$ cat src/rtl/pte_walk_arbiter.sv
// Round-robin share of one registered page-walk helper between NREQ requesters.
// Latency: accept T, helper_enable T+1, capture end of T+2, resp_valid from T+3.
// Backpressure: resp_ready low holds RESP with stable payload; no new accepts meanwhile.
module pte_walk_arbiter #(
    parameter int NREQ = 4
) (
    input  logic                 clock,
    input  logic                 reset_n,
    input  logic [NREQ-1:0]      req_valid,
    output logic [NREQ-1:0]      req_ready,
    input  logic [64*NREQ-1:0]   req_satp,
    input  logic [64*NREQ-1:0]   req_vpn,
    output logic [NREQ-1:0]      resp_valid,
    input  logic [NREQ-1:0]      resp_ready,
    output logic [63:0]          resp_pte,
    output logic [7:0]           resp_level,
    output logic [7:0]           resp_pf,
    output logic                 helper_enable,
    output logic [63:0]          helper_satp,
    output logic [63:0]          helper_vpn,
    input  logic [63:0]          helper_pte,
    input  logic [7:0]           helper_level,
    input  logic [7:0]           helper_pf,
    output logic                 busy
);

    localparam int IDX_W = (NREQ > 1) ? $clog2(NREQ) : 1;

    typedef enum logic [1:0] {
        IDLE    = 2'd0,
        ISSUE   = 2'd1,
        COLLECT = 2'd2,
        RESP    = 2'd3
    } state_t;

    typedef struct packed {
        logic [63:0] pte;
        logic [7:0]  level;
        logic [7:0]  pf;
    } walk_rsp_t;

    state_t            state_q;
    state_t            state_d;
    logic [IDX_W-1:0]  rr_ptr;
    logic [IDX_W-1:0]  rr_next;
    logic [IDX_W-1:0]  sel;
    logic [IDX_W-1:0]  win_idx;
    logic              win_vld;
    logic              accept;
    logic [63:0]       win_satp;
    logic [63:0]       win_vpn;
    logic [63:0]       satp_q;
    logic [63:0]       vpn_q;
    walk_rsp_t         rsp_q;

    // Search starts at rr_ptr; candidate index is reduced modulo NREQ by one subtraction.
    always_comb begin
        logic [IDX_W:0] cand;
        win_vld = 1'b0;
        win_idx = '0;
        cand    = '0;
        for (int k = 0; k < NREQ; k++) begin
            cand = {1'b0, rr_ptr} + (IDX_W+1)'(k);
            if (cand >= (IDX_W+1)'(NREQ)) begin
                cand = cand - (IDX_W+1)'(NREQ);
            end
            if (!win_vld && req_valid[cand[IDX_W-1:0]]) begin
                win_vld = 1'b1;
                win_idx = cand[IDX_W-1:0];
            end
        end
    end

    always_comb begin
        win_satp = '0;
        win_vpn  = '0;
        for (int i = 0; i < NREQ; i++) begin
            if (win_idx == IDX_W'(i)) begin
                win_satp = req_satp[64*i +: 64];
                win_vpn  = req_vpn[64*i +: 64];
            end
        end
    end

    assign accept  = (state_q == IDLE) && win_vld;
    assign rr_next = (win_idx == IDX_W'(NREQ-1)) ? '0 : win_idx + IDX_W'(1);

    always_ff @(posedge clock or negedge reset_n) begin
        if (!reset_n) begin
            state_q <= IDLE;
        end else begin
            state_q <= state_d;
        end
    end

    always_comb begin
        state_d = state_q;
        case (state_q)
            IDLE:    if (win_vld) state_d = ISSUE;
            ISSUE:   state_d = COLLECT;
            COLLECT: state_d = RESP;
            RESP:    if (resp_ready[sel]) state_d = IDLE;
            default: state_d = IDLE;
        endcase
    end

    always_comb begin
        req_ready     = '0;
        resp_valid    = '0;
        helper_enable = 1'b0;
        busy          = (state_q != IDLE);
        case (state_q)
            IDLE:    if (win_vld) req_ready = NREQ'(1) << win_idx;
            ISSUE:   helper_enable = 1'b1;
            RESP:    resp_valid = NREQ'(1) << sel;
            default: ;
        endcase
    end

    always_ff @(posedge clock or negedge reset_n) begin
        if (!reset_n) begin
            rr_ptr <= '0;
            sel    <= '0;
            satp_q <= '0;
            vpn_q  <= '0;
        end else if (accept) begin
            rr_ptr <= rr_next;
            sel    <= win_idx;
            satp_q <= win_satp;
            vpn_q  <= win_vpn;
        end
    end

    // Helper outputs are already registered one edge after enable, so COLLECT samples them.
    always_ff @(posedge clock or negedge reset_n) begin
        if (!reset_n) begin
            rsp_q <= '0;
        end else if (state_q == COLLECT) begin
            rsp_q <= {helper_pte, helper_level, helper_pf};
        end
    end

    assign helper_satp = satp_q;
    assign helper_vpn  = vpn_q;
    assign resp_pte    = rsp_q.pte;
    assign resp_level  = rsp_q.level;
    assign resp_pf     = rsp_q.pf;

    a_req_ready_onehot: assert property (@(posedge clock) disable iff (!reset_n) $onehot0(req_ready));
    a_resp_valid_onehot: assert property (@(posedge clock) disable iff (!reset_n) $onehot0(resp_valid));
    a_enable_single: assert property (@(posedge clock) disable iff (!reset_n) helper_enable |=> !helper_enable);

endmodule

$ cat config.mk
export PLATFORM = sky130hd
export DESIGN_NAME = pte_walk_arbiter
export DESIGN_NICKNAME = d
export VERILOG_FILES = /design/src/rtl/pte_walk_arbiter.sv
export SDC_FILE = /design/constraint.sdc
export NUM_CORES = 1
export LEC_CHECK = 0
export ABC_AREA = 1
export BUFFER_PORTS_ARGS = -buffer_cell sky130_fd_sc_hd__buf_2
export CAP_MARGIN = 30
export CORE_AREA = 2 2 321 323
export CTS_CLUSTER_SIZE = 16
export DETAILED_ROUTE_END_ITERATION = 12
export DIE_AREA = 0 0 323 325
export PLACE_DENSITY = 0.34
export SYNTH_ARGS = -nofsm -noshare
export SYNTH_HDL_FRONTEND = slang
export SYNTH_SLANG_ARGS = --single-unit
$ cat constraint.sdc
create_clock -name clock -period 3.7 [get_ports clock]
set_input_delay 0.37 -clock clock [delete_from_list [all_inputs] [get_ports clock]]
set_output_delay 0.37 -clock clock [all_outputs]
set_load 0.02 [all_outputs]
==> impl_results.md <==
* Status: finished clean
* Clock transition at path regs at 0.06 ns
* Seq cells post-synth at 214
* Final hold vios at 0
* Initial core utilization at 12.0%
* Crit-path cells: inv_2 > nand2_1 > nand3_1 > nand2_1 > nor2_4 > nand3_1 > nand3_1 > nand2_1 > inv_1 > ha_4 > inv_6 > buf_16 > nor2_1 > buf_2
* HPWL Detailed at 60.7 mm
* Residual DRC at 0
* Post-synthesis cell area at 0.0122 mm²
* CTS root buffer: clkbuf_16
* PD cells at 1280 mW/mm²
* Post-synth EDFFs at 0
* Clock H-tree levels at 1
* Fin Hold WS at 0.0321 ns
* Core box area at 0.101 mm²
* WL per Instance at 19.0 µm
* I/O pins at 820
* Minimum clock period after layout at 3.38 ns
* Initial drt markers at 676
* Syn_nets at 2459
* Part of the Yosys area used for sequential elements at 43.9%
* Clock Sinks at 214
* Placer Congestion at 0.834
* Setup Total Neg Slack at 0 ns
* Crit-path max cell delay at 0.48 ns
* Share of cells above drive strength 1 at 34.7%
* HP Class: in -> reg
* Clk_skew at 0.0336 ns
* Max-slew violations at 0
* Critical path data arrival time at 3.01 ns
* Critical Path RT at 3.33 ns
* Slew @ Worst Pin at 0.969 ns
* Die X-Extent at 323 µm
* First-pass GRT wire length at 108 mm
* Crit path kind: reg -> out
* Synth warn at 0
* Total CTS buffers at 31
* Final setup fails at 0
* Area Growth Syn to Fin at 64.7%
* Worst vdd rail ir drop at 0.000817 V
* Ys async rst share at 100%
* Worst setup SP type: register
* Post-synth top area cell: dfrtp_1
* TritonRoute pass-1 iters at 5
* Synth Flop Type: dfrtp_1
* Via count at 15360
* Number of global-route vias before repair at 15601
* Die height at 325 µm
* Slew margin rel. at 35.4%
* CTS tree: yes
* DRT Wirelength at 78.2 mm
* Initial antenna violation count at 26
* Mapped Cells at 1849
* Slowest cell on the critical path: dfrtp_2
* Syn_area_per_cell at 6.59 µm²
* Port Buf Inserts at 819
* Clk buf depth at 3
* Synth area leaders: dfrtp_1 44%, nand2_1 32%, o21ai_0 11%, a21oi_1 5.3%, clkbuf_1 2.8%
* DIE AREA at 0.105 mm²
* Detail-routed via count per cell at 3.74
* Clk_lat worst skew at 0.61 ns
* Commonest non-fill, non-tap cell in the layout: nand2_1
* CP Capture Type: output port
* Yosys top cell area share at 43.9%
* RSZ-0062 raised after global routing: false
* Max Freq at 296 MHz
* Leakage power at 10.7 nW
* Fin nets at 3304
* Commonest cells after routing, fill and taps aside: 1045 x nand2_1, 818 x buf_2, 259 x o21ai_0, 213 x dfrtp_1, 129 x a21oi_1
* Final period utilization at 91.3%
* Antenna Nets Post-Route at 0
* Grt ovf at 0
* Row Count at 117
* Core Util, Final at 19.8%
* Largest net degree at the start of global routing at 81
* Fillers at 11808
* Critical path peak fanout at 23
* Total GRT Usage at 13.9%
* Synth cell types at 22
* Max Cap Viol at 0
[area by class of cell]
type                            instances  area [µm²]  share of cell area, %
Multi-Input combinational cell       1481        6250                   31.1
Timing Repair Buffer                  943        5460                   27.2
Sequential cell                       214        5360                   26.7
Tap cell                             1368        1710                   8.53
Clock buffer                           37         858                   4.28
Clock inverter                         21         300                   1.50
Inverter                               23        97.6                  0.486
Antenna cell                           17        42.5                  0.212
[registers in the layout, indices dropped and copies added, names as in the netlist]
name	count
sel	2
state_q	2
resp_level	8
helper_satp	64
resp_pte	64
helper_vpn	64
resp_pf	8
rr_ptr	2
[worst max-delay path, delay by kind of cell, from the launching register on]
| kind | cells | cell delay [ns] |
|---|---|---|
| simple gates | 8 | 0.88 |
| buf+inv | 5 | 0.77 |
| fa+ha+maj | 1 | 0.21 |
| flops | 1 | 0.48 |
[cells by family after synthesis]
kind of cell / Yosys count / synth area share (%)
buf+inv: 154 / 5.39
fa+ha+maj: 8 / 0.821
flops: 214 / 43.9
simple gates: 1081 / 33.7
compound gates: 392 / 16.1
[layer usage]
metal | vias to the layer above | track usage [%] | part of all wire (%)
met4 | 16 | 4.21 | 2.6
met1 | 7046 | 15.8 | 40
met5 | - | 0 | 0.14
li1 | 7600 | - | -
met2 | 608 | 25.0 | 50
met3 | 90 | 3.85 | 7.9
[timing repair]
action,4_1_cts,5_1_grt
hold endpoints to repair,136,0
hold buffers,74,0
endpoints found under the setup margin,1,18
buffers inserted,1,2
resized for setup,0,4
cloned,0,2
pin swaps,1,0
[report_power, final]
group          leakage, nW  total [mW]  switching [mW]  internal [mW]
combinational         7.47        18.2            12.4           5.83
clock                0.573        3.42            1.29           2.14
sequential            2.68        4.14           0.629           3.51
[metrics by stage]
stage | cell area, µm² | setup WS, ns | total power [mW] | std cells
after global placement | 18000 | 0.394 | 22.4 | 3950
after global routing | 20100 | 0.0178 | 28.5 | 4097
final | 20100 | 0.323 | 25.7 | 4104
after floorplan | 12200 | 0.819 | 15.1 | 1849
after detailed placement | 18000 | 0.387 | 22.3 | 3950
after CTS | 20000 | 0.0745 | 26.0 | 4083
[final timing paths]
kind,start,to,slack (ns),cells past startpoint
min,helper_pte[9],resp_pte[9],0.03,3
max,rr_ptr[0],req_ready[2],0.32,14
min in group asynchronous,reset_n,resp_pte[54],0.35,2
max in group asynchronous,reset_n,helper_vpn[40],2.48,3
min reg2reg,resp_pte[26],resp_pte[26],0.46,2
max reg2reg,rr_ptr[0],helper_satp[9],0.47,19
[cell usage after synthesis, types with 2 or more instances]
cell type and instances:
dfrtp_1 214, clkbuf_1 90, buf_2 21, o21ai_1 3
o21ai_0 259, ha_1 8, inv_2 4, nand4_1 2
nand2_1 1045, nor2_1 8, inv_1 19, nand2_2 4
buf_1 13, nor3_1 5, nand3_1 15, a21oi_1 129
buf_6 5
Note: power is estimated with default switching activity, not from simulation.
